## src/rtl/inst_encode.sv

```systemverilog
// -----------------------------------------------------------------------------
// inst_encode
//   Encodes one RV32I instruction from its decoded fields and writes it to a
//   byte-wide memory as four little-endian byte writes at base_addr..base_addr+3.
//   Requests with an unknown opcode or an immediate that cannot be represented
//   in the selected format are rejected with a one-cycle ready+err pulse.
//
// Ports
//   clk, rst        rising-edge clock, synchronous active-high reset
//   en              start request, sampled only while idle
//   op, rd, rs1, rs2, funct3, funct7, imm
//                   decoded instruction fields (imm is the signed byte offset)
//   base_addr       address of byte 0
//   mem_addr/mem_data/mem_we
//                   registered byte-write port
//   busy            high during the four write cycles
//   ready           one-cycle completion pulse
//   err             qualifies ready: request was rejected
// -----------------------------------------------------------------------------
module inst_encode #(
  parameter int M_WIDTH    = 8,
  parameter int ADDR_WIDTH = 8,
  parameter int INST_WIDTH = 32
) (
  input  logic                  clk,
  input  logic                  rst,
  input  logic                  en,
  input  logic [6:0]            op,
  input  logic [4:0]            rd,
  input  logic [4:0]            rs1,
  input  logic [4:0]            rs2,
  input  logic [2:0]            funct3,
  input  logic [6:0]            funct7,
  input  logic [31:0]           imm,
  input  logic [ADDR_WIDTH-1:0] base_addr,
  output logic [ADDR_WIDTH-1:0] mem_addr,
  output logic [M_WIDTH-1:0]    mem_data,
  output logic                  mem_we,
  output logic                  busy,
  output logic                  ready,
  output logic                  err
);

  localparam logic [6:0] OP_R      = 7'b0110011;
  localparam logic [6:0] OP_JALR   = 7'b1100111;
  localparam logic [6:0] OP_LOAD   = 7'b0000011;
  localparam logic [6:0] OP_IMM    = 7'b0010011;
  localparam logic [6:0] OP_STORE  = 7'b0100011;
  localparam logic [6:0] OP_BRANCH = 7'b1100011;
  localparam logic [6:0] OP_LUI    = 7'b0110111;
  localparam logic [6:0] OP_AUIPC  = 7'b0010111;
  localparam logic [6:0] OP_JAL    = 7'b1101111;

  typedef enum logic [0:0] {
    S_IDLE  = 1'b0,
    S_WRITE = 1'b1
  } state_t;

  // Returns {ok, inst}. ok=0 means unknown opcode or unrepresentable immediate.
  function automatic logic [32:0] encode(
    input logic [6:0]  f_op,
    input logic [4:0]  f_rd,
    input logic [4:0]  f_rs1,
    input logic [4:0]  f_rs2,
    input logic [2:0]  f_f3,
    input logic [6:0]  f_f7,
    input logic [31:0] f_imm
  );
    logic        ok;
    logic [31:0] inst;
    ok   = 1'b0;
    inst = 32'd0;
    case (f_op)
      OP_R: begin
        ok   = 1'b1;
        inst = {f_f7, f_rs2, f_rs1, f_f3, f_rd, f_op};
      end
      OP_JALR, OP_LOAD, OP_IMM: begin
        // 12-bit signed: every bit above bit 11 must copy bit 11
        ok   = (f_imm[31:11] == {21{f_imm[11]}});
        inst = {f_imm[11:0], f_rs1, f_f3, f_rd, f_op};
      end
      OP_STORE: begin
        ok   = (f_imm[31:11] == {21{f_imm[11]}});
        inst = {f_imm[11:5], f_rs2, f_rs1, f_f3, f_imm[4:0], f_op};
      end
      OP_BRANCH: begin
        // 13-bit signed, even offset
        ok   = (f_imm[31:12] == {20{f_imm[12]}}) && (f_imm[0] == 1'b0);
        inst = {f_imm[12], f_imm[10:5], f_rs2, f_rs1, f_f3, f_imm[4:1], f_imm[11], f_op};
      end
      OP_LUI, OP_AUIPC: begin
        ok   = (f_imm[11:0] == 12'd0);
        inst = {f_imm[31:12], f_rd, f_op};
      end
      OP_JAL: begin
        // 21-bit signed, even offset
        ok   = (f_imm[31:20] == {12{f_imm[20]}}) && (f_imm[0] == 1'b0);
        inst = {f_imm[20], f_imm[10:1], f_imm[11], f_imm[19:12], f_rd, f_op};
      end
      default: begin
        ok   = 1'b0;
        inst = 32'd0;
      end
    endcase
    return {ok, inst};
  endfunction

  // Little-endian byte k of the captured instruction.
  function automatic logic [M_WIDTH-1:0] byte_of(
    input logic [INST_WIDTH-1:0] word,
    input logic [1:0]            idx
  );
    return M_WIDTH'(word >> {idx, 3'b000});
  endfunction

  state_t                  state_q, state_d;
  logic [1:0]              cnt_q, cnt_d;
  logic [INST_WIDTH-1:0]   inst_q, inst_d;
  logic [ADDR_WIDTH-1:0]   base_q, base_d;
  logic [ADDR_WIDTH-1:0]   mem_addr_q, mem_addr_d;
  logic [M_WIDTH-1:0]      mem_data_q, mem_data_d;
  logic                    mem_we_q, mem_we_d;
  logic                    busy_q, busy_d;
  logic                    ready_q, ready_d;
  logic                    err_q, err_d;
  logic [32:0]             enc_s;
  logic [1:0]              cnt_nxt_s;

  assign enc_s     = encode(op, rd, rs1, rs2, funct3, funct7, imm);
  assign cnt_nxt_s = cnt_q + 2'd1;

  // Next-state and registered-output logic; cnt_q is the byte index currently
  // on the write port, so the output registers are loaded one cycle ahead.
  always_comb begin
    state_d    = state_q;
    cnt_d      = cnt_q;
    inst_d     = inst_q;
    base_d     = base_q;
    mem_addr_d = mem_addr_q;
    mem_data_d = mem_data_q;
    mem_we_d   = 1'b0;
    busy_d     = 1'b0;
    ready_d    = 1'b0;
    err_d      = 1'b0;
    case (state_q)
      S_IDLE: begin
        if (en) begin
          if (enc_s[32]) begin
            // Capture everything now and present byte 0 on the next cycle.
            inst_d     = INST_WIDTH'(enc_s[31:0]);
            base_d     = base_addr;
            cnt_d      = 2'd0;
            mem_addr_d = base_addr;
            mem_data_d = byte_of(INST_WIDTH'(enc_s[31:0]), 2'd0);
            mem_we_d   = 1'b1;
            busy_d     = 1'b1;
            state_d    = S_WRITE;
          end else begin
            ready_d = 1'b1;
            err_d   = 1'b1;
          end
        end else begin
          state_d = S_IDLE;
        end
      end
      S_WRITE: begin
        if (cnt_q == 2'd3) begin
          ready_d = 1'b1;
          state_d = S_IDLE;
        end else begin
          cnt_d      = cnt_nxt_s;
          mem_addr_d = base_q + ADDR_WIDTH'(cnt_nxt_s);
          mem_data_d = byte_of(inst_q, cnt_nxt_s);
          mem_we_d   = 1'b1;
          busy_d     = 1'b1;
        end
      end
      default: begin
        state_d = S_IDLE;
      end
    endcase
  end

  // State and output registers with synchronous reset.
  always_ff @(posedge clk) begin
    if (rst) begin
      state_q    <= S_IDLE;
      cnt_q      <= 2'd0;
      inst_q     <= '0;
      base_q     <= '0;
      mem_addr_q <= '0;
      mem_data_q <= '0;
      mem_we_q   <= 1'b0;
      busy_q     <= 1'b0;
      ready_q    <= 1'b0;
      err_q      <= 1'b0;
    end else begin
      state_q    <= state_d;
      cnt_q      <= cnt_d;
      inst_q     <= inst_d;
      base_q     <= base_d;
      mem_addr_q <= mem_addr_d;
      mem_data_q <= mem_data_d;
      mem_we_q   <= mem_we_d;
      busy_q     <= busy_d;
      ready_q    <= ready_d;
      err_q      <= err_d;
    end
  end

  assign mem_addr = mem_addr_q;
  assign mem_data = mem_data_q;
  assign mem_we   = mem_we_q;
  assign busy     = busy_q;
  assign ready    = ready_q;
  assign err      = err_q;

endmodule

```

## config.mk

```make
export PLATFORM = sky130hd
export DESIGN_NAME = inst_encode
export DESIGN_NICKNAME = d
export VERILOG_FILES = /design/src/rtl/inst_encode.sv
export SDC_FILE = /design/constraint.sdc
export NUM_CORES = 1
export LEC_CHECK = 0
export ABC_AREA = 1
export CORE_UTILIZATION = 51
export CTS_CLUSTER_DIAMETER = 120
export DETAILED_ROUTE_END_ITERATION = 8
export HOLD_SLACK_MARGIN = 0.08
export PLACE_DENSITY = 0.88
export RECOVER_POWER = 25
export SYNTH_ARGS = -nofsm -noshare
export SYNTH_HDL_FRONTEND = slang
export SYNTH_SLANG_ARGS = --single-unit
```

## constraint.sdc

```tcl
create_clock -name clk -period 2.7 [get_ports clk]
set_input_delay 0.54 -clock clk [delete_from_list [all_inputs] [get_ports clk]]
set_output_delay 0.54 -clock clk [all_outputs]
set_load 0.02 [all_outputs]
```

### Yosys cells after proc, flatten, opt, wreduce, memory -nomap -nowiden

Cells that the tools add are included.

* logic and storage cells: 60
* bits of input ports: 75
* register bits after elaboration: 61
* output and inout bits: 20

* bitwise logic cells: 2
* multiplexer cells: 22
* add/subtract/negate cells: 2
* equal/unequal tests: 16
* reduce and logical (&&, ||, !) cells: 9
* shift-type cells: 1

Operators by type and width (number)
* 32-bit case mux with 6 select lines: 1
* 8-bit two-way mux: 6
* 8-bit case mux with 2 select lines: 2
* 32-bit by 5-bit >> shifter with 8-bit output: 1
* 7-bit by 6-bit == test with 1-bit output, second input constant: 3
* 7-bit == test, second input constant: 3
* 20-bit == test: 1
* 19-bit == test: 1
* 7-bit by 5-bit == test with 1-bit output, second input constant: 2
* 12-bit zero test: 1
* 11-bit == test: 1
* 8-bit by 2-bit adder with 8-bit output: 1
* 7-bit by 2-bit == test with 1-bit output, second input constant: 1
* 1-bit two-way mux: 6
* 2-bit two-way mux: 3
* 2-bit inequality test, second input constant: 3
* 3-bit AND reduction: 2
* 1-bit case mux with 5 select lines: 1
* 1-bit case mux with 2 select lines: 2
* 2-bit case mux with 2 select lines: 1
* 2-bit OR reduction: 2
* 4-bit OR reduction: 1
* 3-bit OR reduction: 1
* 2-bit by 1-bit adder with 2-bit output, second input constant: 1
* 3 further kinds: 5

### Depth between registers and ports, before layout

Gate-level depths: netlist of the first run.

* depth in word-level cells: 6
* mapped depth: 16
* gate-level depth less buffers: 15

### Worst setup path after synthesis of the first run

Ideal clock, no wire load.

* path kind: reg2reg
* from: reg cnt_q[0]
* to: reg mem_addr_q[6] (netlist: mem_addr[6])
* data required time: 2585 ps
* library setup time: 115 ps
* setup slack: 784 ps
* period minus slack after synthesis: 1916 ps
* data arrival time: 1801 ps
* buffers on the path: 1
* stages on the path, launching flop included: 11
* cells stage by stage: dfxtp_1 > inv_1 > clkbuf_1 > ha_1 > fa_1 > nand3_1 > nor3_1 > nor2_1 > o22ai_1 > a21oi_1 > nor2_1

* cells in the longest elaborated chain, start to end: 4
* elaborated cells between the ends (all ways): 7
* those cells by class: add/sub (2); eq/ne (2); mux (2); reduce/logical (1)

RTL lines
* start, declared: line 118 `logic [1:0] cnt_q, cnt_d;`
* start signal, assigned: line 200 `cnt_q <= cnt_d;`
* 2-bit by 1-bit adder with 2-bit output: line 131 `assign cnt_nxt_s = cnt_q + 2'd1;`
* 8-bit by 2-bit adder with 8-bit output: line 173 `mem_addr_d = base_q + ADDR_WIDTH'(cnt_nxt_s);`
* 8-bit two-way mux: line 168 `if (cnt_q == 2'd3) begin`
* 8-bit case mux with 2 select lines: line 146 `case (state_q)`
* end signal, assigned: line 203 `mem_addr_q <= mem_addr_d;`
* end, declared: line 121 `logic [ADDR_WIDTH-1:0] mem_addr_q, mem_addr_d;`

Several ways; a longest one is shown, not always the timed one. The select of a mux whose other input is x is not followed.
A chain may end at the register's enable or synchronous reset.

### Worst setup path in the final report of the first run

* from: in imm[12]
* to: reg mem_addr_q[3] (netlist: mem_addr[3])

* cells in the longest elaborated chain, start to end: 5
* elaborated cells between the ends (all ways): 6
* those cells by class: eq/ne (3); mux (1); reduce/logical (2)

RTL lines
* start, declared: line 34 `input logic [31:0] imm,`
* 19-bit == test: line 89 `ok = (f_imm[31:12] == {20{f_imm[12]}}) && (f_imm[0] == 1'b0);`
* 1-bit logical AND: line 89
* 1-bit case mux with 5 select lines (*): line 73 `case (f_op)`
* 2-bit inequality test (no source line) (*)
* 3-bit AND reduction (no source line) (*)

Every way passes the cells marked *; elsewhere a longest branch is shown, timed or not.

==> impl_metrics.ini, run 1 <==
[power_and_ir_drop]
power_density_mw_per_mm2 = 373.8
max-vdd-ir-drop_v = 0.0001883
finalPower_mw = 2.020
leakagePower_nw = 2.453

[cts]
postCtsSetupRepairBufs = 0
clock_latency_ps = 340
cts_buffers = 9
ctsHoldBuffers = 0
tritoncts = built
cts_buffer_depth = 2
cts_resized = 0
clk_pin_slew_ps = 60
cts.sinks = 61
ctsHtreeMaxLevel = 3
cts_root_buffer = clkbuf_8

[routing]
drt-pass1-iter-count = 5
postRouteAntennaNets = 0
vias_per_cell = 5.586
drtIter0Drc = 428
num_vias = 4938
totalWireLength_mm = 13.26
avgRoutedWirePerCell_um = 14.99
drc = 0

[logic_synthesis]
synth_top_area_cell = dfxtp_1
synth-edff-count = 0
yosys.cell_types.count = 34
netlist_top_cells_area = dfxtp_1, nand2_1, a21oi_1
synth_commonest_cells = nand2_1, nor2_1, a21oi_1
synth-main-ff-cell = dfxtp_1
syn-mean-instance-area_sq_um = 5.976
ys_warn_count = 0
yosysMostFrequentCell = nand2_1
yosys.area.top_type_share_pct = 29.66
synthesis.nets = 768
synthesis.area_sq_mm = 0.004118
ys_seq_area_share_pct = 29.66
syn_inst = 689
async_flop_share_pct = 0
ys_ff_latch = 61

[finish]
ff_latch_area_sq_mm = 0.001221
multi_input_area_sq_mm = 0.002435
design_area_sq_mm = 0.005403
antenna_cells = 0
fin_nets = 856
drive_gt1_share_pct = 7.033
area_growth_pct = 31.21
fillers = 691

[timing]
fin_crit_ps = 2404
finalWorstSetupSlack_ps = 296.0
grt_setup_unrepaired = false
finalSetupViolations = 0
final_hold_viol_count = 0
skew_ps = 7.311
fin_setup_tns_ps = 0
drv_slew = 0
fin_crit_sh_pct = 89.04
tightestPinTransition_ps = 619.5
slew_headroom_pct = 58.64
fmax_ghz = 0.4160

[floorplan]
rows = 32
die_h_um = 91.86
initial_core_util_pct = 53.01
dieArea_sq_mm = 0.008437
die_w_um = 91.86
core_sq_mm = 0.007767
pin_count = 95

[place]
hpwl_mm = 9.876
dpl_cell_area_sq_mm = 0.005210
port_buffers = 94
place_ws_ps = 25.83
gp_congestion = 0.9817

[setup_path]
cp-start-kind = input port
critical_path.most_common_cell = nand2_1
reg2reg_depth = 9
critPathLaunch = imm[12]
end_kind = register
crit_chain = dlygate4sd3_1, inv_2, nand2_1, nand2_1, nor2_1, nand3_1, nor2_1, nand2_1, nand2_1, nand2_1, nand2_4, nand2_4, buf_12, nand3_1, nand2_1, nor2_1
r2r-start = cnt_q[0]
path_max_fanout = 32
crit_cells = 16
critPathCapture = mem_addr[3]
cp_slowest_cell = dlygate4sd3_1
r2r-end = mem_addr[4]
critPathBufInv = 3
crit_type = in -> reg
r2r_slack_ps = 610
worstPathArrival_ps = 2680
slowest_delay_ps = 750
critPathRequiredTime_ps = 2980
critPathTopFamily = buffers and inverters

[global_route]
grt_max_degree = 58
grt-ovfl-total = 0
grt_pass1_wl_mm = 21.81
grt_usage_pct = 32.63
antenna_found_initial = 0
grt_pass1_vias = 4764

[worst_hold_path]
min_path_type = reg -> reg

[run_status]
status = complete, no violations

[job]
cap_violations = 0
-- worst min-delay path by stage --
stage,start,endpoint,slack [ps],depth (start not counted)
6_report,inst_q[8],inst_q[8],460,2
3_3_place_gp,inst_q[9],inst_q[9],430,2
4_1_cts,inst_q[8],inst_q[8],460,2
2_1_floorplan,inst_q[8],inst_q[8],420,2
5_1_grt,inst_q[8],inst_q[8],490,2
3_5_place_dp,inst_q[8],inst_q[8],450,2
-- tightest hold or removal path, stage by stage (launching register included) --
cell and delay [ps]:
dfxtp_1 290, inv_1 60, a21oi_1 60
-- through the flow --
step	hold WS (ps)	util, %	std cells
floorplan	421.6	-	689
detailed placement	447.9	67.07	868
finish	456.8	69.56	884
global placement	434.2	67.07	868
global route	494.8	69.56	884
CTS	456.1	69.56	884
-- routing by layer --
layer | up-vias | GRT usage, % | part of all wire [%]
met4 | 0 | 18.49 | 4.2
met2 | 256 | 55.41 | 48
li1 | 2429 | - | -
met3 | 48 | 4.643 | 6.9
met5 | - | 0 | 0
met1 | 2205 | 39.29 | 41
-- kinds of logic (layout without fill, tap and decap cells) --
logic type,count (synthesis),in the layout,share of synthesized area (%)
xor+xnor,4,4,0.8510
fa+ha+maj,4,4,1.398
buf+inv,112,205,11.39
flops,61,61,29.66
compound gates,160,160,21.24
simple gates,348,348,35.46
-- power breakdown --
| part | internal [mW] | switching (mW) |
|---|---|---|
| logic | 0.151 | 0.162 |
| clock network | 0.449 | 0.348 |
| registers | 0.906 | 0.00325 |
| total | 1.51 | 0.514 |
-- state kept, by name, indices dropped and copies added, names as in the netlist --
| name | flops |
|---|---|
| cnt_q | 2 |
| mem_data | 8 |
| ready | 1 |
| base_q | 8 |
| busy | 1 |
| err | 1 |
| mem_addr | 8 |
| inst_q | 32 |
-- layout by cell type, fill, tap and decap left out, drive strengths merged, types with 3 or more instances in the layout --
master | Yosys | routed
a21oi | 72 | 72
xor2 | 3 | 3
a22o | 3 | 3
buf | 15 | 21
ha | 3 | 3
o21ai | 63 | 63
clkbuf | 23 | 12
nand3 | 58 | 58
dlygate4sd3 | 0 | 19
clkdlybuf4s50 | 0 | 75
a32o | 5 | 5
dfxtp | 61 | 61
inv | 73 | 73
nand2 | 177 | 177
nor2 | 99 | 99
clkinv | 1 | 3
o211ai | 3 | 3
a22oi | 8 | 8
nand4 | 9 | 9
nor3 | 3 | 3
-- area by class of cell --
type / count / area share (%)
clock buffer: 12 / 2.686
inverter: 74 / 5.141
clock inverter: 4 / 0.8800
multi-input combinational: 516 / 45.07
timing repair buffer: 115 / 21.26
sequential: 61 / 22.60
tap: 102 / 2.362
Note: power is estimated with default switching activity, not from simulation.
==> inputs of run 2 (changes only) <==
- CORE_ASPECT_RATIO: not set -> 0.75
==> run 2 against run 1 <==
Net effect:
- clock skew shrank 2.8 ps
- combinational power grew 2%
- via count grew 2.6%
==> impl_metrics.ini, run 2 (synthesis results as in run 1) <==
[finish]
fillers = 647
antenna_cells = 0
fin_nets = 864
final_core_util_pct = 71.64
final_common_cell = nand2_1
drive_gt1_share_pct = 7.868
area_growth_pct = 31.66
largest_reg_flops = 32
layout_common_cells = nand2_1, nor2_1, clkdlybuf4s50_1
regMostFlops = inst_q

[routing]
avgRoutedWirePerCell_um = 15.75
drtIter0Drc = 599
totalWireLength_mm = 14.00
num_vias = 5068
drt-pass1-iter-count = 7
drc = 0
postRouteAntennaNets = 0
vias_per_cell = 5.701

[floorplan]
core_sq_mm = 0.007567
pin_count = 95
die_h_um = 79.82
rows = 27
die_w_um = 105.8
initial_core_util_pct = 54.41
dieArea_sq_mm = 0.008441

[setup_path]
crit_chain = clkdlybuf4s50_1, inv_2, nand2_1, nand2_1, nor2_1, nand3_1, nor2_1, nand2_1, nand2_1, nand2_1, nand2_4, nand2_4, buf_12, a21oi_1, nor2_1
r2r_slack_ps = 630
cp_slowest_cell = clkdlybuf4s50_1
critPathRequiredTime_ps = 2940
critical_path.most_common_cell = nand2_1
worstPathArrival_ps = 2690
slowest_delay_ps = 690
path_max_fanout = 27
r2r-end = mem_addr[6]
reg2reg_depth = 11
cp-start-kind = input port
end_kind = register
r2r-start = cnt_q[0]
crit_type = in -> reg

[timing]
fmax_ghz = 0.4092
slew_headroom_pct = 62.16
fin_crit_sh_pct = 90.52
drv_slew = 0
hold_slack_ps = 457.8
tightestPinTransition_ps = 567.6
finalWorstSetupSlack_ps = 256.1
skew_ps = 4.492
fin_crit_ps = 2444
finalSetupViolations = 0
final_hold_viol_count = 0
grt_setup_unrepaired = false

[run_status]
status = complete, no violations

[cts]
cts_root_buffer = clkbuf_8
clock_latency_ps = 350
tritoncts = built
cts_resized = 0
clk_pin_slew_ps = 60
cts.sinks = 61
postCtsSetupRepairBufs = 0
cts_buffer_depth = 2
ctsHoldBuffers = 0
ctsHtreeMaxLevel = 3
cts_buffers = 9

[global_route]
grt_pass1_vias = 4675
grt_max_degree = 58
grt-ovfl-total = 0
grt_usage_pct = 34.31
grt_pass1_wl_mm = 22.47
antenna_found_initial = 0

[power_and_ir_drop]
finalPower_mw = 1.938
share_seq_of_total_power_pct = 46.9
leakagePower_nw = 2.487
comb_power_share_pct = 16.4
power_density_mw_per_mm2 = 357.5
max-vdd-ir-drop_v = 0.0003662
switching_share_pct = 26.30
intPower_mw = 1.429
pwr-share-clk_pct = 36.6
switchingPower_uw = 509.8

[place]
port_buffers = 94
place_ws_ps = -74.91
hpwl_mm = 10.87
gp_congestion = 1.075

[worst_hold_path]
hold_depth = 2
whs_endpoint = inst_q[9]
min_path_type = reg -> reg
hold_path_startpoint = inst_q[9]

[job]
cap_violations = 0
[run 2: power groups by stage]
stage / clock (mW) / sequential, mW / combinational, mW
after floorplan: 0 / 0.934 / 0.124
after global placement: 0 / 0.929 / 0.309
after detailed placement: 0 / 0.930 / 0.312
after CTS: 0.716 / 0.910 / 0.313
after global routing: 0.755 / 0.910 / 0.343
final: 0.710 / 0.910 / 0.319
[run 2: metrics by stage]
stage | instances | area, sq um | TNS (ps)
global route | 889 | 5421 | 0
floorplan | 689 | 4118 | 0
finish | 889 | 5421 | 0
detailed placement | 875 | 5256 | -908.6
CTS | 889 | 5421 | 0
global placement | 875 | 5256 | 0
[run 2: critical path: cells and delay by family]
kind                   cells  cell delay [ps]
AND/OR/NAND/NOR           11              940
buffers and inverters      3             1020
AO/OA/AOI/OAI              1              170
[run 2: metal layers]
layer  global-route usage (%)  share of wire [%]  vias up
li1                         -                  -     2440
met1                    45.89                 44     2305
met2                    53.20                 44      291
met3                    10.86                 11       32
met4                    9.167                1.7        0
met5                        0                  0        -
[run 2: worst max-delay path by stage]
stage,startpoint,end,slack (ps),cells past startpoint
floorplan,cnt_q[0],mem_addr[6],780,10
CTS,imm[12],mem_addr[2],300,15
global route,imm[12],mem_data[1],90,15
detailed placement,imm[12],mem_addr[2],-70,15
global placement,imm[12],mem_data[3],30,15
finish,imm[12],mem_addr[2],260,15
[run 2: cell type report]
cell class	count	area, sq um	share of cell area [%]
multi-input cells	516	2435	44.91
flip-flops and latches	61	1221	22.52
inverters	74	277.8	5.123
clock inverters	2	10.01	0.1846
well taps	101	126.4	2.331
clock buffers	12	155.1	2.862
repair buffers	123	1196	22.06
